<file path="src/rtl/cache_pkg.sv">
// Shared types and width helpers for the cache miss sequencer.
package cache_pkg;

  typedef enum logic [2:0] {
    ST_IDLE      = 3'd0,
    ST_LOOKUP    = 3'd1,
    ST_ACCESS    = 3'd2,
    ST_RESPOND   = 3'd3,
    ST_WRITEBACK = 3'd4,
    ST_FETCH     = 3'd5,
    ST_REFILL    = 3'd6
  } state_t;

  typedef enum logic {
    OP_READ  = 1'b0,
    OP_WRITE = 1'b1
  } op_t;

  function automatic int offset_w(input int block_size);
    return $clog2(block_size);
  endfunction

  // A direct-mapped cache still needs a one-bit way field.
  function automatic int way_w(input int num_ways);
    return (num_ways > 1) ? $clog2(num_ways) : 1;
  endfunction

endpackage

</file>
<file path="src/rtl/mem_wait_timer.sv">
// Saturating wait counter for memory handshakes; flags timeout at all-ones.
module mem_wait_timer #(
  parameter int COUNTER_WIDTH = 8
) (
  input  logic clk,
  input  logic rst_n,
  input  logic i_clear,
  input  logic i_enable,
  output logic o_timeout
);

  localparam logic [COUNTER_WIDTH-1:0] CNT_MAX  = {COUNTER_WIDTH{1'b1}};
  localparam logic [COUNTER_WIDTH-1:0] CNT_ONE  = {{(COUNTER_WIDTH-1){1'b0}}, 1'b1};
  localparam logic [COUNTER_WIDTH-1:0] CNT_ZERO = {COUNTER_WIDTH{1'b0}};

  logic [COUNTER_WIDTH-1:0] r_count;

  // Clear wins over counting; the count holds once it reaches the maximum.
  always_ff @(posedge clk or negedge rst_n) begin
    if (!rst_n) begin
      r_count <= CNT_ZERO;
    end else if (i_clear) begin
      r_count <= CNT_ZERO;
    end else if (i_enable && (r_count != CNT_MAX)) begin
      r_count <= r_count + CNT_ONE;
    end else begin
      r_count <= r_count;
    end
  end

  assign o_timeout = (r_count == CNT_MAX);

endmodule

</file>
<file path="src/rtl/cache_miss_sequencer.sv">
// Cache control FSM: lookup, hit access, dirty write-back, block fetch and refill.
// Outputs are registered from the next-state decode so each lines up with its state.
module cache_miss_sequencer
  import cache_pkg::*;
#(
  parameter  int NUM_WAYS      = 4,
  parameter  int BLOCK_SIZE    = 32,
  parameter  int ADDRESS_WIDTH = 32,
  parameter  int COUNTER_WIDTH = 8,
  localparam int WAY_W         = way_w(NUM_WAYS),
  localparam int OFFSET_W      = offset_w(BLOCK_SIZE)
) (
  input  logic                     clk,
  input  logic                     rst_n,
  input  logic                     cpuRequest,
  input  logic                     cpuRead,
  input  logic                     cpuWrite,
  input  logic [ADDRESS_WIDTH-1:0] cpuRequestAddress,
  output logic                     cpuReady,
  output logic                     cpuDone,
  output logic                     cpuError,
  output logic                     lookupEn,
  input  logic                     lookupHit,
  input  logic [WAY_W-1:0]         lookupWay,
  input  logic [WAY_W-1:0]         victimWay,
  input  logic                     victimDirty,
  input  logic [ADDRESS_WIDTH-1:0] victimAddress,
  output logic [WAY_W-1:0]         wayIndex,
  output logic                     dataReadEn,
  output logic                     dataWriteEn,
  output logic                     lineDirtySet,
  output logic                     fillEn,
  output logic                     memFetchReq,
  output logic [ADDRESS_WIDTH-1:0] fetchAddress,
  input  logic                     memFetchAck,
  output logic                     memWriteBackReq,
  output logic [ADDRESS_WIDTH-1:0] writeBackAddress,
  input  logic                     memWriteBackAck
);

  localparam logic [ADDRESS_WIDTH-1:0] OFFSET_MASK =
    {{(ADDRESS_WIDTH-OFFSET_W){1'b0}}, {OFFSET_W{1'b1}}};
  localparam logic [ADDRESS_WIDTH-1:0] ADDR_ZERO = {ADDRESS_WIDTH{1'b0}};
  localparam logic [WAY_W-1:0]         WAY_ZERO  = {WAY_W{1'b0}};

  state_t                   r_state;
  state_t                   w_state_next;
  op_t                      r_op;
  op_t                      w_op_next;
  logic [ADDRESS_WIDTH-1:0] r_addr;
  logic [ADDRESS_WIDTH-1:0] w_addr_next;
  logic [ADDRESS_WIDTH-1:0] r_wb_addr;
  logic [ADDRESS_WIDTH-1:0] w_wb_addr_next;
  logic [WAY_W-1:0]         r_way;
  logic [WAY_W-1:0]         w_way_next;
  logic                     w_error_next;
  logic                     w_timer_clear;
  logic                     w_timer_enable;
  logic                     w_timeout;
  logic                     w_access_read;
  logic                     w_access_write;

  // Next-state and latch update logic.
  always_comb begin
    w_state_next   = r_state;
    w_op_next      = r_op;
    w_addr_next    = r_addr;
    w_wb_addr_next = r_wb_addr;
    w_way_next     = r_way;
    w_error_next   = 1'b0;
    case (r_state)
      ST_IDLE: begin
        if (cpuRequest && (cpuRead ^ cpuWrite)) begin
          w_state_next = ST_LOOKUP;
          w_op_next    = cpuWrite ? OP_WRITE : OP_READ;
          w_addr_next  = cpuRequestAddress;
        end else if (cpuRequest) begin
          w_error_next = 1'b1;
        end else begin
          w_state_next = ST_IDLE;
        end
      end
      ST_LOOKUP: begin
        if (lookupHit) begin
          w_way_next   = lookupWay;
          w_state_next = ST_ACCESS;
        end else begin
          w_way_next     = victimWay;
          w_wb_addr_next = victimAddress;
          w_state_next   = victimDirty ? ST_WRITEBACK : ST_FETCH;
        end
      end
      ST_ACCESS:  w_state_next = ST_RESPOND;
      ST_RESPOND: w_state_next = ST_IDLE;
      ST_WRITEBACK: begin
        if (memWriteBackAck) begin
          w_state_next = ST_FETCH;
        end else if (w_timeout) begin
          w_state_next = ST_IDLE;
          w_error_next = 1'b1;
        end else begin
          w_state_next = ST_WRITEBACK;
        end
      end
      ST_FETCH: begin
        // An ack arriving in the timeout cycle still completes the fetch.
        if (memFetchAck) begin
          w_state_next = ST_REFILL;
        end else if (w_timeout) begin
          w_state_next = ST_IDLE;
          w_error_next = 1'b1;
        end else begin
          w_state_next = ST_FETCH;
        end
      end
      ST_REFILL:  w_state_next = ST_ACCESS;
      default:    w_state_next = ST_IDLE;
    endcase
  end

  assign w_timer_clear  = (w_state_next != r_state) &&
                          ((w_state_next == ST_WRITEBACK) || (w_state_next == ST_FETCH));
  assign w_timer_enable = ((r_state == ST_WRITEBACK) && !memWriteBackAck) ||
                          ((r_state == ST_FETCH) && !memFetchAck);
  assign w_access_read  = (w_state_next == ST_ACCESS) && (w_op_next == OP_READ);
  assign w_access_write = (w_state_next == ST_ACCESS) && (w_op_next == OP_WRITE);

  mem_wait_timer #(
    .COUNTER_WIDTH (COUNTER_WIDTH)
  ) u_wait_timer (
    .clk       (clk),
    .rst_n     (rst_n),
    .i_clear   (w_timer_clear),
    .i_enable  (w_timer_enable),
    .o_timeout (w_timeout)
  );

  // State and request latches.
  always_ff @(posedge clk or negedge rst_n) begin
    if (!rst_n) begin
      r_state   <= ST_IDLE;
      r_op      <= OP_READ;
      r_addr    <= ADDR_ZERO;
      r_wb_addr <= ADDR_ZERO;
      r_way     <= WAY_ZERO;
    end else begin
      r_state   <= w_state_next;
      r_op      <= w_op_next;
      r_addr    <= w_addr_next;
      r_wb_addr <= w_wb_addr_next;
      r_way     <= w_way_next;
    end
  end

  // Registered output decode; reset drops memory requests immediately.
  always_ff @(posedge clk or negedge rst_n) begin
    if (!rst_n) begin
      cpuReady         <= 1'b1;
      cpuDone          <= 1'b0;
      cpuError         <= 1'b0;
      lookupEn         <= 1'b0;
      wayIndex         <= WAY_ZERO;
      dataReadEn       <= 1'b0;
      dataWriteEn      <= 1'b0;
      lineDirtySet     <= 1'b0;
      fillEn           <= 1'b0;
      memFetchReq      <= 1'b0;
      fetchAddress     <= ADDR_ZERO;
      memWriteBackReq  <= 1'b0;
      writeBackAddress <= ADDR_ZERO;
    end else begin
      cpuReady         <= (w_state_next == ST_IDLE);
      cpuDone          <= (w_state_next == ST_RESPOND);
      cpuError         <= w_error_next;
      lookupEn         <= (w_state_next == ST_LOOKUP);
      wayIndex         <= ((w_state_next == ST_ACCESS) || (w_state_next == ST_REFILL)) ?
                          w_way_next : WAY_ZERO;
      dataReadEn       <= w_access_read;
      dataWriteEn      <= w_access_write;
      lineDirtySet     <= w_access_write;
      fillEn           <= (w_state_next == ST_REFILL);
      memFetchReq      <= (w_state_next == ST_FETCH);
      fetchAddress     <= (w_state_next == ST_FETCH) ? (w_addr_next & ~OFFSET_MASK) : ADDR_ZERO;
      memWriteBackReq  <= (w_state_next == ST_WRITEBACK);
      writeBackAddress <= w_wb_addr_next;
    end
  end

endmodule

</file>
<file path="config.mk">
export PLATFORM = sky130hd
export DESIGN_NAME = cache_miss_sequencer
export DESIGN_NICKNAME = d
export VERILOG_FILES = /design/src/rtl/cache_pkg.sv /design/src/rtl/mem_wait_timer.sv /design/src/rtl/cache_miss_sequencer.sv
export SDC_FILE = /design/constraint.sdc
export NUM_CORES = 1
export LEC_CHECK = 0
export ABC_AREA = 0
export CORE_ASPECT_RATIO = 1.75
export CORE_MARGIN = 2
export CORE_UTILIZATION = 35
export DETAILED_ROUTE_END_ITERATION = 6
export DONT_BUFFER_PORTS = 1
export PLACE_DENSITY_LB_ADDON = 0.2
export SLEW_MARGIN = 20
export SYNTH_ARGS = -nofsm -noshare
export SYNTH_HDL_FRONTEND = slang
export SYNTH_SLANG_ARGS = --single-unit
</file>
<file path="constraint.sdc">
create_clock -name clk -period 1.7 [get_ports clk]
set_input_delay 0.255 -clock clk [delete_from_list [all_inputs] [get_ports clk]]
set_output_delay 0.255 -clock clk [all_outputs]
set_load 0.01 [all_outputs]
</file>
==> load_flow_metrics.sql <==
INSERT INTO impl_metrics (metric_group, metric, value, unit) VALUES
('status', 'run_status', 'complete, but fails checks', ''),
('status', 'violated_checks', 'hold timing, setup timing', ''),
('logic_synthesis', 'synth_adder_area_share', '0.278', '%'),
('timing', 'hold-worst-slack', '-0.397', 'ns'),
('critical_path', 'critical-path-top-delay-family', 'simple AND/OR/NAND/NOR gates', ''),
('logic_synthesis', 'synthDistinctLibCells', '49', ''),
('die', 'dieArea', '13800', 'um2'),
('logic_synthesis', 'synth-warning-count', '0', ''),
('logic_synthesis', 'post_synthesis_register_bit_count', '111', ''),
('cells_and_area', 'post-route-cell-area', '5530', 'um2'),
('clock_network', 'clock_sink_count', '111', ''),
('placement', 'portBuffers', '0', ''),
('critical_path', 'critical_path.cell_chain', 'buf_4 > nor4b_4 > nand2_4 > buf_6 > mux2_1 > nor3b_1', ''),
('logic_synthesis', 'synthArstFlopShare', '100', '%'),
('logic_synthesis', 'postSynth.topFlopCell', 'dfrtp_1', ''),
('cells_and_area', 'areaGrowthSynthToFinish', '22.7', '%'),
('critical_path', 'timing.critical_path.slowest_cell_delay', '0.44', 'ns'),
('logic_synthesis', 'yosys-top-cells-area', 'dfrtp_1, mux2_2, mux2_1, nor3b_1, nor3b_2', ''),
('cells_and_area', 'area_taken_by_multi_input_logic_gates', '1760', 'um2'),
('clock_network', 'htree_levels', '3', ''),
('drt', 'detail_route.wirelength', '9.55', 'mm'),
('timing', 'rsz0062_at_grt', 'true', ''),
('die', 'initial_utilization', '36.1', '%'),
('logic_synthesis', 'netlist.top_cell.by_area', 'dfrtp_1', ''),
('clock_network', 'number_of_buffers_created_by_cts', '9', ''),
('cells_and_area', 'antenna_cells', '0', ''),
('logic_synthesis', 'fraction_of_post_synthesis_cell_area_in_the_top_cell_type_by_area', '61.1', '%'),
('logic_synthesis', 'syn-instance-count', '311', ''),
('min_path', 'worstHoldPathType', 'input port to async pin', ''),
('drt', 'detailedRoute.firstIterationViolations', '69', ''),
('logic_synthesis', 'synth_top_family_by_area', 'multiplexers', ''),
('logic_synthesis', 'synth_edf_count', '0', ''),
('timing', 'finalHoldViolations', '111', ''),
('placement', 'dpl_worst_slack', '-0.244', 'ns'),
('critical_path', 'cp-start-kind', 'flop', ''),
('die', 'core_area', '12500', 'um2'),
('clock_network', 'cts_buffer_depth', '2', ''),
('timing', 'fin_crit', '1.78', 'ns'),
('clock_network', 'cts.root.buffer_cell', 'clkbuf_16', ''),
('critical_path', 'reg2reg_slack', '-0.08', 'ns'),
('timing', 'slew_violations', '0', ''),
('global_routing', 'groute.usage.overall', '13.5', '%'),
('timing', 'layout_worst_path_cycle_share', '105', '%'),
('drt', 'route.vias.total', '2600', ''),
('drt', 'drt_drc_violations_left', '0', ''),
('timing', 'fin_skew', '0.00868', 'ns'),
('logic_synthesis', 'post_synth_xor_area_fraction', '0.194', '%'),
('pwr', 'ir_drop', '0.000645', 'V'),
('global_routing', 'grt_start_max_net_pins', '112', ''),
('critical_path', 'crit_slowest_cell', 'dfrtp_2', ''),
('critical_path', 'r2r_end', 'fetchAddress[18]', ''),
('critical_path', 'critical_path_arrival', '2.00', 'ns'),
('die', 'width_of_the_die', '89.8', 'um'),
('clock_network', 'clkTransAtPathRegs', '0.08', 'ns'),
('timing', 'setup_slack', '-0.0821', 'ns'),
('run', 'maxCapViolations', '0', ''),
('drt', 'detail_route.first_pass.iterations', '4', ''),
('placement', 'dp_hpwl', '6.43', 'mm'),
('cells_and_area', 'fill_cells', '1159', ''),
('timing', 'achievable-frequency', '561', 'MHz'),
('critical_path', 'kind_of_critical_path', 'flop to flop', ''),
('global_routing', 'first_global_vias', '2718', ''),
('clock_network', 'clock_latency_on_the_worst_skew_pair', '0.34', 'ns'),
('timing', 'final-setup-viol-count', '53', ''),
('logic_synthesis', 'most_common_cell_in_the_netlist', 'dfrtp_1', ''),
('pwr', 'powerDensity', '1800', 'nW/um2'),
('logic_synthesis', 'synth_compound_gate_area_share', '4.94', '%'),
('logic_synthesis', 'netlist_area', '4510', 'um2'),
('critical_path', 'reg2reg_depth', '6', ''),
('drt', 'routed_via_density', '4.96', ''),
('cells_and_area', 'final-seq-area', '2780', 'um2');
per-layer routing:
metal	share of wire [%]	global-route usage, %
met1	35	14.1
met5	0	0
met2	57	25.4
met4	1.5	4.84
met3	6.2	4.02
registers in the layout, indices dropped and copies added (netlist names):
signal,count
r_state,3
memFetchReq,1
memWriteBackReq,1
r_way,2
cpuDone,1
fillEn,1
fetchAddress,27
lineDirtySet,1
cpuError,1
r_op,1
cpuReady,1
wayIndex,2
writeBackAddress,32
r_addr,27
lookupEn,1
dataReadEn,1
u_wait_timer.r_count,8
cells in the final DEF, fill, tap and decap left out, types with 6 or more instances in the layout:
master,count
buf_4,35
buf_6,8
clkbuf_16,9
dfrtp_1,107
mux2_1,15
mux2_2,29
mux2_4,15
nand2_1,6
nor2_1,7
nor3b_1,17
nor3b_2,11
worst max path at each step:
stage                           end  cells past startpoint  slack (ns)       start
2_1_floorplan      fetchAddress[23]                      6      0.0008  r_state[2]
3_5_place_dp   writeBackAddress[20]                      5       -0.24  r_state[2]
5_1_grt             fetchAddress[8]                      6       -0.18  r_state[2]
6_report           fetchAddress[18]                      6       -0.08  r_state[1]
3_3_place_gp       fetchAddress[17]                      6       -0.20  r_state[2]
4_1_cts            fetchAddress[18]                      6       -0.12  r_state[2]
metrics by stage:
step / TNS (ns) / cells / hold WS (ns)
6_report: -2.55 / 524 / -0.397
5_1_grt: -7.53 / 524 / -0.422
2_1_floorplan: 0 / 315 / -0.0406
3_5_place_dp: -12.94 / 499 / -0.0362
3_3_place_gp: -10.80 / 499 / -0.0371
4_1_cts: -5.52 / 522 / -0.414
cell type report:
| cell class | instances | share of cell area (%) |
|---|---|---|
| clock buffer | 10 | 4.14 |
| tap | 168 | 3.80 |
| multi-input combinational | 175 | 31.7 |
| inverter | 5 | 0.339 |
| clock inverter | 6 | 1.40 |
| timing repair buffer | 49 | 8.28 |
| sequential | 111 | 50.3 |
worst reg2reg max path, delay by kind of cell (launching register included):
family	cells	cell delay, ns
simple gates	3	0.57
flops	1	0.44
mux	1	0.33
buf+inv	2	0.33
power breakdown:
part / switching (W) / internal [W]
clock: 0.000985 / 0.00117
combinational: 0.00139 / 0.00187
sequential: 0.000870 / 0.00367
kinds of logic (layout without fill, tap and decap cells):
family                   after synthesis  after routing
AO/OA/AOI/OAI                         29             29
XOR/XNOR                               1              1
adder cells (fa/ha/maj)                1              1
buffers and inverters                 29             70
flip-flops                           111            111
multiplexers                          63             63
other                                  1              5
AND/OR/NAND/NOR                       76             76
what timing repair did:
| action | 4_1_cts | 5_1_grt |
|---|---|---|
| endpoints found under the hold margin | 111 | 111 |
| pin swaps | 3 | 7 |
| cloned | 0 | 1 |
| endpoints found under the setup margin | 70 | 70 |
| gates resized for setup | 10 | 47 |
| buffers inserted | 7 | 2 |
Note: power is estimated with default switching activity, not from simulation.
